--- src/rtl/vga_dac_pkg.sv ---
// Shared VGA types and default 640x480@60 timing for the pattern DAC driver.
package vga_dac_pkg;
  typedef enum logic [1:0] {
    MODE_BARS   = 2'd0,
    MODE_GRAD   = 2'd1,
    MODE_CHECK  = 2'd2,
    MODE_SCROLL = 2'd3
  } mode_e;

  localparam int CNT_W = 10;

  localparam int H_ACTIVE_D = 640;
  localparam int H_FP_D     = 16;
  localparam int H_SYNC_D   = 96;
  localparam int H_BP_D     = 48;
  localparam int V_ACTIVE_D = 480;
  localparam int V_FP_D     = 10;
  localparam int V_SYNC_D   = 2;
  localparam int V_BP_D     = 33;

  function automatic logic in_range(input logic [CNT_W-1:0] x, input int lo, input int hi);
    return (int'(x) >= lo) && (int'(x) < hi);
  endfunction
endpackage

--- src/rtl/vga_dac_timing.sv ---
// Raster counters plus combinational sync/blank decode of the current (h,v) state.
module vga_timing
  import vga_dac_pkg::*;
#(
  parameter int H_ACTIVE = H_ACTIVE_D,
  parameter int H_FP     = H_FP_D,
  parameter int H_SYNC   = H_SYNC_D,
  parameter int H_BP     = H_BP_D,
  parameter int V_ACTIVE = V_ACTIVE_D,
  parameter int V_FP     = V_FP_D,
  parameter int V_SYNC   = V_SYNC_D,
  parameter int V_BP     = V_BP_D
) (
  input  logic             clk,
  input  logic             rst_n,
  input  logic             ena,
  output logic [CNT_W-1:0] h,
  output logic [CNT_W-1:0] v,
  output logic             line_end,
  output logic             wrap,
  output logic             hsync_act,
  output logic             vsync_act,
  output logic             hblank,
  output logic             vblank
);
  localparam int H_TOTAL = H_ACTIVE + H_FP + H_SYNC + H_BP;
  localparam int V_TOTAL = V_ACTIVE + V_FP + V_SYNC + V_BP;

  assign line_end = (h == CNT_W'(H_TOTAL - 1));
  assign wrap     = line_end && (v == CNT_W'(V_TOTAL - 1));

  always_ff @(posedge clk) begin
    if (!rst_n) begin
      h <= '0;
      v <= '0;
    end else if (ena) begin
      if (line_end) begin
        h <= '0;
        v <= wrap ? '0 : v + 1'b1;
      end else begin
        h <= h + 1'b1;
      end
    end
  end

  assign hsync_act = in_range(h, H_ACTIVE + H_FP, H_ACTIVE + H_FP + H_SYNC);
  assign vsync_act = in_range(v, V_ACTIVE + V_FP, V_ACTIVE + V_FP + V_SYNC);
  assign hblank    = int'(h) >= H_ACTIVE;
  assign vblank    = int'(v) >= V_ACTIVE;
endmodule

--- src/rtl/vga_dac_driver.sv ---
// Test-pattern generator for R2R DACs; all outputs registered one cycle after the counters.
// Optional scrolling gradient (mode 3 + frame counter) enabled by defining VGA_SCROLL_EN.
module vga_dac_driver
  import vga_dac_pkg::*;
#(
  parameter int H_ACTIVE = H_ACTIVE_D,
  parameter int H_FP     = H_FP_D,
  parameter int H_SYNC   = H_SYNC_D,
  parameter int H_BP     = H_BP_D,
  parameter int V_ACTIVE = V_ACTIVE_D,
  parameter int V_FP     = V_FP_D,
  parameter int V_SYNC   = V_SYNC_D,
  parameter int V_BP     = V_BP_D,
  parameter int DAC_BITS = 8,
  parameter int SYNC_NEG = 1
) (
  input  logic                clk,
  input  logic                rst_n,
  input  logic                ena,
  input  logic [1:0]          mode,
  output logic [DAC_BITS-1:0] dr,
  output logic [DAC_BITS-1:0] dg,
  output logic [DAC_BITS-1:0] db,
  output logic                hsync,
  output logic                vsync,
  output logic                hblank,
  output logic                vblank,
  output logic                frame_tick,
  output logic [CNT_W-1:0]    hpos,
  output logic [CNT_W-1:0]    vpos
);
  localparam int BAR_W = H_ACTIVE / 8;

  logic [CNT_W-1:0] h, v;
  logic line_end, wrap, hs_act, vs_act, hb, vb;

  vga_timing #(
    .H_ACTIVE(H_ACTIVE), .H_FP(H_FP), .H_SYNC(H_SYNC), .H_BP(H_BP),
    .V_ACTIVE(V_ACTIVE), .V_FP(V_FP), .V_SYNC(V_SYNC), .V_BP(V_BP)
  ) u_timing (
    .clk(clk), .rst_n(rst_n), .ena(ena), .h(h), .v(v),
    .line_end(line_end), .wrap(wrap), .hsync_act(hs_act), .vsync_act(vs_act),
    .hblank(hb), .vblank(vb)
  );

  mode_e            mode_q;
  logic [CNT_W-1:0] bar_px;
  logic [2:0]       bar_idx;

  // Bar index tracks h incrementally so no divide by H_ACTIVE/8 is needed.
  always_ff @(posedge clk) begin
    if (!rst_n) begin
      bar_px  <= '0;
      bar_idx <= '0;
      mode_q  <= MODE_BARS;
    end else if (ena) begin
      if (line_end) begin
        bar_px  <= '0;
        bar_idx <= '0;
      end else if (bar_px == CNT_W'(BAR_W - 1)) begin
        bar_px  <= '0;
        bar_idx <= bar_idx + 1'b1;
      end else begin
        bar_px <= bar_px + 1'b1;
      end
      if (wrap) mode_q <= mode_e'(mode);
    end
  end

`ifdef VGA_SCROLL_EN
  logic [7:0]          fcnt;
  logic [DAC_BITS-1:0] sh;

  always_ff @(posedge clk) begin
    if (!rst_n)           fcnt <= '0;
    else if (ena && wrap) fcnt <= fcnt + 1'b1;
  end

  assign sh = h[DAC_BITS-1:0] + fcnt[DAC_BITS-1:0];
`endif

  logic [DAC_BITS-1:0] pr, pg, pb;

  always_comb begin
    pr = '0;
    pg = '0;
    pb = '0;
    case (mode_q)
      MODE_GRAD: begin
        pr = h[DAC_BITS-1:0];
        pg = v[DAC_BITS-1:0];
        pb = h[DAC_BITS-1:0] ^ v[DAC_BITS-1:0];
      end
      MODE_CHECK: begin
        pr = {DAC_BITS{h[4] ^ v[4]}};
        pg = pr;
        pb = pr;
      end
`ifdef VGA_SCROLL_EN
      MODE_SCROLL: begin
        pr = sh;
        pg = v[DAC_BITS-1:0];
        pb = sh ^ v[DAC_BITS-1:0];
      end
`endif
      default: begin
        pr = {DAC_BITS{bar_idx[2]}};
        pg = {DAC_BITS{bar_idx[1]}};
        pb = {DAC_BITS{bar_idx[0]}};
      end
    endcase
    if (hb || vb) begin
      pr = '0;
      pg = '0;
      pb = '0;
    end
  end

  always_ff @(posedge clk) begin
    if (!rst_n) begin
      dr         <= '0;
      dg         <= '0;
      db         <= '0;
      hsync      <= (SYNC_NEG != 0);
      vsync      <= (SYNC_NEG != 0);
      hblank     <= 1'b0;
      vblank     <= 1'b0;
      frame_tick <= 1'b0;
      hpos       <= '0;
      vpos       <= '0;
    end else if (ena) begin
      dr         <= pr;
      dg         <= pg;
      db         <= pb;
      hsync      <= hs_act ^ (SYNC_NEG != 0);
      vsync      <= vs_act ^ (SYNC_NEG != 0);
      hblank     <= hb;
      vblank     <= vb;
      frame_tick <= (h == '0) && (v == '0);
      hpos       <= h;
      vpos       <= v;
    end else begin
      // Frozen: everything holds except the tick, which must not stretch.
      frame_tick <= 1'b0;
    end
  end
endmodule

--- config.mk ---
export PLATFORM = sky130hd
export DESIGN_NAME = vga_dac_driver
export DESIGN_NICKNAME = d
export VERILOG_FILES = /design/src/rtl/vga_dac_pkg.sv /design/src/rtl/vga_dac_timing.sv /design/src/rtl/vga_dac_driver.sv
export SDC_FILE = /design/constraint.sdc
export NUM_CORES = 1
export LEC_CHECK = 0
export BUFFER_PORTS_ARGS = -buffer_cell sky130_fd_sc_hd__buf_2
export CAP_MARGIN = 15
export CORE_ASPECT_RATIO = 0.7
export CORE_UTILIZATION = 25
export CTS_BUF_LIST = sky130_fd_sc_hd__clkbuf_16
export DETAILED_ROUTE_END_ITERATION = 7
export HOLD_SLACK_MARGIN = 0.05
export SETUP_SLACK_MARGIN = 0.15
export SLEW_MARGIN = 20
export SYNTH_ARGS = -nofsm -noshare
export SYNTH_HDL_FRONTEND = slang
export SYNTH_SLANG_ARGS = --single-unit
--- constraint.sdc ---
create_clock -name clk -period 2.8 [get_ports clk]
set_input_delay 0.14 -clock clk [delete_from_list [all_inputs] [get_ports clk]]
set_output_delay 0.14 -clock clk [all_outputs]
set_load 0.01 [all_outputs]
==> flow_summary.json, run 1 <==
{
  "path_buf_inv": 0,
  "yosysTopAreaCellShare": 0.429,
  "critPathTopFamily": "simple AND/OR/NAND/NOR gates",
  "final_cell_area_mm2": 0.00457,
  "rsz0062_at_grt": "no",
  "power.density_mw_per_mm2": 521,
  "maxSlewHeadroom": 0.425,
  "syn_avg_cell_area_um2": 8.69,
  "grt_pass1_vias": 3192,
  "synthTopCellsByArea": "dfxtp_1 43%, mux2i_1 6.9%, nand2_1 5.2%",
  "cp.arrival_ns": 2.36,
  "ys_warn_count": 0,
  "start_kind": "flip-flop",
  "max_cap_viol_count": 0,
  "fillers": 1605,
  "irDropWorstVdd_uv": 312,
  "grt_max_degree": 43,
  "synth_area_mm2": 0.00392,
  "place_area_mm2": 0.00429,
  "final_cells": 684,
  "grt_pass1_wl_um": 16800,
  "crit_path_max_incr_delay_ns": 0.49,
  "worstSetupPathType": "reg -> reg",
  "synth_seq_area_share": 0.429,
  "synth_edf_count": 0,
  "cts_buffers": 9,
  "worst_skew_pair.late_latency_ns": 0.34,
  "syn-num-nets": 465,
  "fin_ws_ns": 0.649,
  "viasPerCell": 4.71,
  "ys_types": 43,
  "drt_first_pass_iters": 4,
  "via_count": 3221,
  "clk_path_buf_depth": 2,
  "dieArea_mm2": 0.0162,
  "htree_levels": 3,
  "hold_violations": 0,
  "initial_utilization": 0.261,
  "cp_max_fo": 7,
  "layout_commonest_cell": "dfxtp_1",
  "route.detailed.drc": 0,
  "port_buffers": 53,
  "multi_input_area_mm2": 0.00204,
  "dp_slack_ns": 0.683,
  "wl_um": 10500,
  "synth_ff_type": "dfxtp_1",
  "antenna_found_initial": 0,
  "ys_seq_elements": 84,
  "end_kind": "flip-flop",
  "cts_tree": "built",
  "regArea_mm2": 0.00168,
  "grt_overflow_total": 0,
  "synth_top_area_cell": "dfxtp_1",
  "finalClockSkew_ns": 0.00722,
  "cp_slowest_cell": "dfxtp_1",
  "wl_per_cell_um": 15.4,
  "fp.dieW_um": 152,
  "post-route-min-period_ns": 2.15,
  "routabilityCongestion": 0.830,
  "coreArea_mm2": 0.0150,
  "p_leak_uw": 0.00196,
  "setup_violations": 0,
  "drive_above_1_share": 0.155,
  "status": "finished clean",
  "clk_pin_slew_worst_paths_ns": 0.06,
  "row_count": 37,
  "drt_iter0_markers": 190,
  "cts_sinks": 84,
  "ant_nets": 0,
  "hp-class": "in -> reg",
  "die_y_um": 107,
  "finalSetupTns_ns": 0,
  "fmaxAchievable_mhz": 465,
  "area_growth_pct": 16.6,
  "grt_use_total": 0.135,
  "dp_hpwl_um": 7510,
  "synth_async_sr_flop_share": 0,
  "root_buffer": "clkbuf_16",
  "postCtsSetupBuffers": 0,
  "crit_chain": "ha_1, nand2_1, or3_1, o21ai_1, nor2_1",
  "n_antenna_cell": 0,
  "fin_crit_sh": 0.768,
  "final_max_slew_viol_count": 0,
  "crit_required_ns": 3.01,
  "final_cell_mix": "84 x dfxtp_1, 54 x nand2_1, 53 x buf_2",
  "dp_cells": 667,
  "io_pins": 54,
  "holdWs_ns": 0.0568,
  "worst_pin_slew_ns": 0.862,
  "syn_inst": 451,
  "fin_nets": 498
}
[cell usage after synthesis (2+ instances only)]
master and n:
or4_4 2, and2_1 2, ha_1 9, nor4_1 5, mux2i_1 27, nor2b_1 22
inv_1 11, nand2b_1 18, buf_6 2, o211ai_1 2, nand2_1 54, o2111ai_1 2
a21boi_0 2, clkbuf_1 23, buf_2 3, o31ai_1 2, xor2_1 20, buf_4 2
dfxtp_1 84, nor3b_1 2, nor4b_1 4, o21ai_0 30, nand3_1 16, buf_1 4
and3_1 8, nor2_1 31, or3_1 2, xnor2_1 11, a21oi_1 25, and4_1 3
nand4_1 11
[flip-flops by register name (all words and copies together), names as in the netlist, 2 cells and up]
name        cells
bar_idx         3
bar_px         10
db              8
dg              8
dr              8
hpos           10
mode_q          2
u_timing.h     10
u_timing.v     10
vpos           10
[worst register-to-register path, stage by stage (launching register included)]
cell and delay, ns:
dfxtp_1 0.49, ha_1 0.33, nand2_1 0.13, or3_1 0.47, o21ai_1 0.50, nor2_1 0.11
[timing repair]
item	CTS	global route
gates resized for setup	0	0
hold endpoints to repair	1	0
hold buffers	1	0
[final timing paths]
check,from,slack [ns],cells past startpoint,end
worst max-delay path,u_timing.h[0],0.65,5,u_timing.v[2]
worst min-delay path,mode[0],0.06,3,mode_q[0]
worst max register to register,u_timing.h[0],0.65,5,u_timing.v[2]
worst min register to register,db[7],0.46,2,db[7]
[cells by family after synthesis]
| family | count (synthesis) | share of synthesized area |
|---|---|---|
| adders and majority gates | 9 | 0.0287 |
| buffers and inverters | 45 | 0.0498 |
| xor gates and xnor gates | 31 | 0.0692 |
| AOI/OAI and AO/OA | 66 | 0.0916 |
| DFF | 84 | 0.429 |
| and+or+nand+nor | 189 | 0.263 |
| muxes | 27 | 0.0689 |
[metrics by stage]
stage / utilization / total power (µW)
floorplan: - / 1300
global placement: 0.286 / 1330
detailed placement: 0.286 / 1330
CTS: 0.305 / 2400
global route: 0.305 / 2480
finish: 0.305 / 2380
[per-layer routing]
layer,share of wire,GRT usage,up-vias
met2,0.43,0.200,75
li1,-,-,1594
met1,0.52,0.195,1543
met5,0,0,-
met3,0.046,0.0340,9
met4,0.0068,0.0290,0
[power breakdown]
| group | switching [µW] | internal [µW] | leakage (µW) | total [µW] |
|---|---|---|---|---|
| sequential | 12.3 | 1200 | 0.000678 | 1220 |
| combinational | 54.3 | 35.7 | 0.00116 | 90.0 |
| clock | 482 | 595 | 0.000130 | 1080 |
| total | 549 | 1830 | 0.00196 | 2380 |
[final cells by class]
class | count | share of cell area
Inverter | 11 | 0.00903
Clock buffer | 9 | 0.0493
Clock inverter | 7 | 0.00985
Multi-Input combinational cell | 322 | 0.447
Sequential cell | 84 | 0.368
Timing Repair Buffer | 56 | 0.0635
Tap cell | 195 | 0.0534
No activity file was read; power rests on OpenSTA's default activity.
==> inputs of run 2 (changes only) <==
Settings changed: ABC_AREA from default to 1.
Clock period 2.8 ns to 2.08 ns, I/O delays scaled along.
==> flow_summary.json, run 2 <==
{
  "place_area_mm2": 0.00441,
  "clk_pin_slew_worst_paths_ns": 0.06,
  "maxSlewHeadroom": 0.618,
  "wl_um": 11300,
  "syn_inst": 532,
  "synth_edf_count": 0,
  "dieArea_mm2": 0.0163,
  "drt_iter0_markers": 385,
  "cp-startpoint": "u_timing.h[1]",
  "synth_area_mm2": 0.00395,
  "synth_seq_area_share": 0.426,
  "htree_levels": 3,
  "wl_per_cell_um": 14.4,
  "met1_length_um": 5830,
  "routabilityCongestion": 0.874,
  "port_buffers": 53,
  "post-route-min-period_ns": 1.74,
  "finalSetupTns_ns": 0,
  "cts_tree": "built",
  "grt_max_degree": 30,
  "synthTopCellsByArea": "dfxtp_1 43%, nand2_1 9.0%, nand3_1 8.0%",
  "drt_first_pass_iters": 7,
  "synth_top_area_cell": "dfxtp_1",
  "syn_avg_cell_area_um2": 7.42,
  "hold_start": "rst_n",
  "grt_pass1_vias": 3408,
  "yosysTopAreaCellShare": 0.426,
  "fin_nets": 598,
  "cp_slowest_cell": "dfxtp_1",
  "synth_async_sr_flop_share": 0,
  "fp.dieW_um": 152,
  "die_y_um": 107,
  "coreArea_mm2": 0.0155,
  "crit_chain": "ha_1, nand2_2, nor2_4, nand3_4, nand2_2, nand2_2, nand2_2, o21ai_0",
  "cp_max_fo": 11,
  "crit_required_ns": 2.29,
  "viasPerCell": 4.64,
  "ys_warn_count": 0,
  "root_buffer": "clkbuf_16",
  "irDropWorstVdd_uv": 360,
  "crit_path_frequent_cell": "nand2_2",
  "synth.most_common_cell": "nand2_1",
  "wl_met2_um": 4570,
  "reg2reg_from": "u_timing.h[1]",
  "final_cell_area_mm2": 0.00467,
  "layout_commonest_cell": "nand2_1",
  "row_count": 38,
  "max_cap_viol_count": 0,
  "cts_sinks": 84,
  "syn-num-nets": 546,
  "worst_skew_pair.late_latency_ns": 0.34,
  "grt_overflow_total": 0,
  "via_count": 3644,
  "power.density_mw_per_mm2": 683,
  "ant_nets": 0,
  "drive_above_1_share": 0.188,
  "crit_path_max_incr_delay_ns": 0.41,
  "violations": "design-rule violations",
  "synth_ff_type": "dfxtp_1",
  "n_antenna_cell": 0,
  "grt_pass1_wl_um": 18500,
  "initial_utilization": 0.255,
  "wl_met3_um": 777,
  "hold_violations": 0,
  "area_growth_pct": 18.5,
  "final_max_slew_viol_count": 0,
  "ys_seq_elements": 84,
  "cts_buffers": 9,
  "final_cell_mix": "95 x nand2_1, 84 x dfxtp_1, 63 x nand3_1",
  "yosys-top-cells-count": "95 x nand2_1, 84 x dfxtp_1, 63 x nand3_1",
  "finalClockSkew_ns": 0.00810,
  "setup_violations": 0,
  "top_layer": "met4",
  "end_kind": "flip-flop",
  "worstSetupPathType": "reg -> reg",
  "fmaxAchievable_mhz": 576,
  "clk_path_buf_depth": 2,
  "io_pins": 54,
  "rsz0062_at_grt": "no",
  "route.detailed.drc": 4,
  "hp-class": "in -> reg",
  "cp.arrival_ns": 1.95,
  "status": "finished with violations",
  "antenna_found_initial": 0,
  "worst_pin_slew_ns": 0.573,
  "start_kind": "flip-flop",
  "fillers": 1689,
  "dp_hpwl_um": 8320,
  "p_leak_uw": 0.00178,
  "fin_crit_sh": 0.835,
  "postCtsSetupBuffers": 0,
  "grt_use_total": 0.146,
  "ys_types": 33
}
-- run 2: cell types whose count changed in the layout (fill, tap and decap cells not counted), moves of 22 or more --
| cell | change |
|---|---|
| a21oi_1 | +31 |
| inv_1 | +27 |
| mux2i_1 | -27 |
| nand2_1 | +41 |
| nand3_1 | +47 |
| nor2b_1 | -22 |
-- run 2: worst max-delay path, delay by kind of cell, from the launching register on --
kind                       cells  cell delay (ns)
DFF                            1             0.41
AOI/OAI and AO/OA              1             0.12
adders and majority gates      1             0.21
and+or+nand+nor                6             0.86
-- run 2: power breakdown --
| part | internal, µW | total [µW] | switching (µW) |
|---|---|---|---|
| registers | 1640 | 1660 | 19.5 |
| clock network | 768 | 1360 | 595 |
| logic | 55.5 | 171 | 115 |
| total | 2460 | 3190 | 730 |
-- run 2: final cells by class --
type                            instances  area (µm²)  area share
Clock buffer                            9         225      0.0482
Clock inverter                          3        11.3     0.00241
Inverter                               42         158      0.0337
Multi-Input combinational cell        378        1960       0.419
Sequential cell                        84        1680       0.360
Tap cell                              200         250      0.0535
Timing Repair Buffer                   69         390      0.0835
-- run 2: metal layers --
metal | up-vias | global-route usage
met5 | - | 0
met4 | 0 | 0.0357
met3 | 10 | 0.0392
met2 | 111 | 0.204
met1 | 1656 | 0.216
li1 | 1867 | -
-- run 2: path summary, 6_finish.rpt --
path / end / slack, ns / cells after the start
hold reg to reg: hpos[0] / 0.46 / 2
setup reg to reg: bar_idx[1] / 0.34 / 8
setup / recovery: bar_idx[1] / 0.34 / 8
hold / removal: u_timing.h[0] / 0.12 / 3
-- run 2: cell families after synthesis --
family	Yosys count	share of synthesized area
xor+xnor	11	0.0244
flops	84	0.426
fa+ha+maj	9	0.0285
buf+inv	70	0.0796
simple gates	256	0.304
compound gates	102	0.137
-- run 2: stage by stage --
step                setup WS [ns]  total power, µW  hold WS (ns)  std cells   util
finish                      0.344             3190         0.116        785  0.302
global placement            0.318             1860         0.333        771  0.285
CTS                         0.330             3220         0.107        785  0.302
floorplan                   0.646             1800         0.239        532      -
detailed placement          0.351             1860         0.334        771  0.285
global route                0.152             3300         0.127        785  0.302
-- run 2: timing repair --
action,CTS,global route
gates resized for setup,0,2
hold endpoints to repair,2,0
endpoints found under the setup margin,0,4
hold buffers,2,0
==> inputs of run 3 (changes only) <==
Settings changed: ABC_AREA 1 to 0.
Clock period 2.08 ns to 1.7 ns, I/O delays scaled along.
==> flow_summary.json, run 3 (same netlist as run 1, synthesis figures left out) <==
{
  "status": "finished with violations",
  "violations": "negative setup slack",
  "hold_depth": 2,
  "wl_per_cell_um": 14.8,
  "start_kind": "flip-flop",
  "route.detailed.drc": 0,
  "htree_levels": 3,
  "power_uw": 4190,
  "clk_pin_slew_worst_paths_ns": 0.06,
  "fin_ws_ns": -0.0143,
  "p_leak_uw": 0.00226,
  "hold_violations": 0,
  "worstSetupPathType": "reg -> reg",
  "io_pins": 54,
  "dp_hpwl_um": 7660,
  "cts_buffers": 9,
  "max_cap_viol_count": 0,
  "antenna_found_initial": 0,
  "ant_nets": 0,
  "use_met1": 0.185,
  "use_met2": 0.208,
  "crit_required_ns": 1.93,
  "wl_um": 10700,
  "grt_use_met3": 0.0353,
  "irDropWorstVdd_uv": 436,
  "post-route-min-period_ns": 1.71,
  "layout_commonest_cell": "dfxtp_1",
  "final_max_slew_viol_count": 0,
  "finalClockSkew_ns": 0.00877,
  "final_cell_mix": "74 x dfxtp_1, 53 x buf_2, 52 x nand2_1",
  "cp.arrival_ns": 1.94,
  "grt_overflow_total": 0,
  "ff2ff_setup_slack_ns": -0.01,
  "hold_end": "u_timing.h[1]",
  "reg2reg_from": "u_timing.v[1]",
  "final_cell_area_mm2": 0.00516,
  "power.density_mw_per_mm2": 811,
  "worst_skew_pair.late_latency_ns": 0.35,
  "r2r-end": "u_timing.v[8]",
  "worst_pin_slew_ns": 0.501,
  "final_util": 0.344,
  "hp-class": "in -> reg",
  "fp.dieW_um": 152,
  "end_kind": "flip-flop",
  "regArea_mm2": 0.00170,
  "dieArea_mm2": 0.0162,
  "root_buffer": "clkbuf_16",
  "area_growth_pct": 31.7,
  "fin_nets": 538,
  "multi_input_area_mm2": 0.00223,
  "viasPerCell": 4.63,
  "hold_start": "rst_n",
  "rsz0062_at_grt": "yes",
  "maxSlewHeadroom": 0.665,
  "grt_use_total": 0.136,
  "grt_max_degree": 31,
  "cp_max_fo": 2,
  "port_buffers": 53,
  "die_y_um": 107,
  "fin_crit_sh": 1.01,
  "drive_above_1_share": 0.289,
  "grt_pass1_vias": 3207,
  "fillers": 1543,
  "cts_tree": "built",
  "grt_pass1_wl_um": 16800,
  "clk_path_buf_depth": 2,
  "place_area_mm2": 0.00465,
  "routabilityCongestion": 0.862,
  "fmaxAchievable_mhz": 583,
  "initial_utilization": 0.261,
  "drt_first_pass_iters": 4,
  "n_antenna_cell": 0,
  "coreArea_mm2": 0.0150,
  "finalSetupTns_ns": -0.0143,
  "row_count": 37,
  "cts_sinks": 84,
  "ff2ff_path_depth": 6,
  "busiest_layer": "met2",
  "dp_slack_ns": 0.00425,
  "via_count": 3355,
  "setup_violations": 1,
  "drt_iter0_markers": 221
}
==> run 3: how the worst max path moves through the flow <==
stage / from / cells after the start / end
after floorplan: u_timing.h[6] / 5 / u_timing.v[8]
after global placement: u_timing.h[4] / 4 / frame_tick
after detailed placement: u_timing.h[4] / 4 / frame_tick
after CTS: u_timing.v[1] / 5 / u_timing.v[8]
after global routing: u_timing.v[1] / 6 / u_timing.v[8]
final: u_timing.v[1] / 6 / u_timing.v[8]
==> run 3: where the power goes <==
| group | leakage, µW | total, µW | internal (µW) | switching [µW] |
|---|---|---|---|---|
| logic | 0.00143 | 199 | 87.7 | 111 |
| registers | 0.000683 | 1990 | 1980 | 11.0 |
| clock network | 0.000144 | 2000 | 1150 | 850 |
==> run 3: repair_timing <==
action,CTS,global route
resized for setup,15,36
endpoints found under the setup margin,40,56
buffers inserted,1,2
hold buffers,2,0
endpoints found under the hold margin,2,0
pin swaps,10,7
==> run 3: worst max-delay path, stage by stage (launching register included) <==
cell and delay, ns:
dfxtp_2 0.36, ha_4 0.13, inv_1 0.05, or4_4 0.53, buf_4 0.16, o31ai_1 0.28
a21oi_2 0.09
==> run 3: metal layers <==
| metal | up-vias | share of wire |
|---|---|---|
| met2 | 85 | 0.44 |
| met4 | 0 | 0.013 |
| met5 | - | 0 |
| met1 | 1581 | 0.49 |
| li1 | 1678 | - |
| met3 | 11 | 0.058 |
==> run 3: metrics by stage <==
step,hold slack (ns),instances
3_3_place_gp,0.354,703
2_1_floorplan,0.227,451
6_report,0.111,724
4_1_cts,0.0966,722
3_5_place_dp,0.358,703
5_1_grt,0.125,724
==> run 3: final cells by class <==
| class | instances | share of cell area |
|---|---|---|
| repair buffers | 96 | 0.126 |
| inverters | 11 | 0.00800 |
| clock inverters | 7 | 0.0143 |
| flip-flops and latches | 84 | 0.330 |
| multi-input cells | 322 | 0.431 |
| well taps | 195 | 0.0473 |
| clock buffers | 9 | 0.0436 |
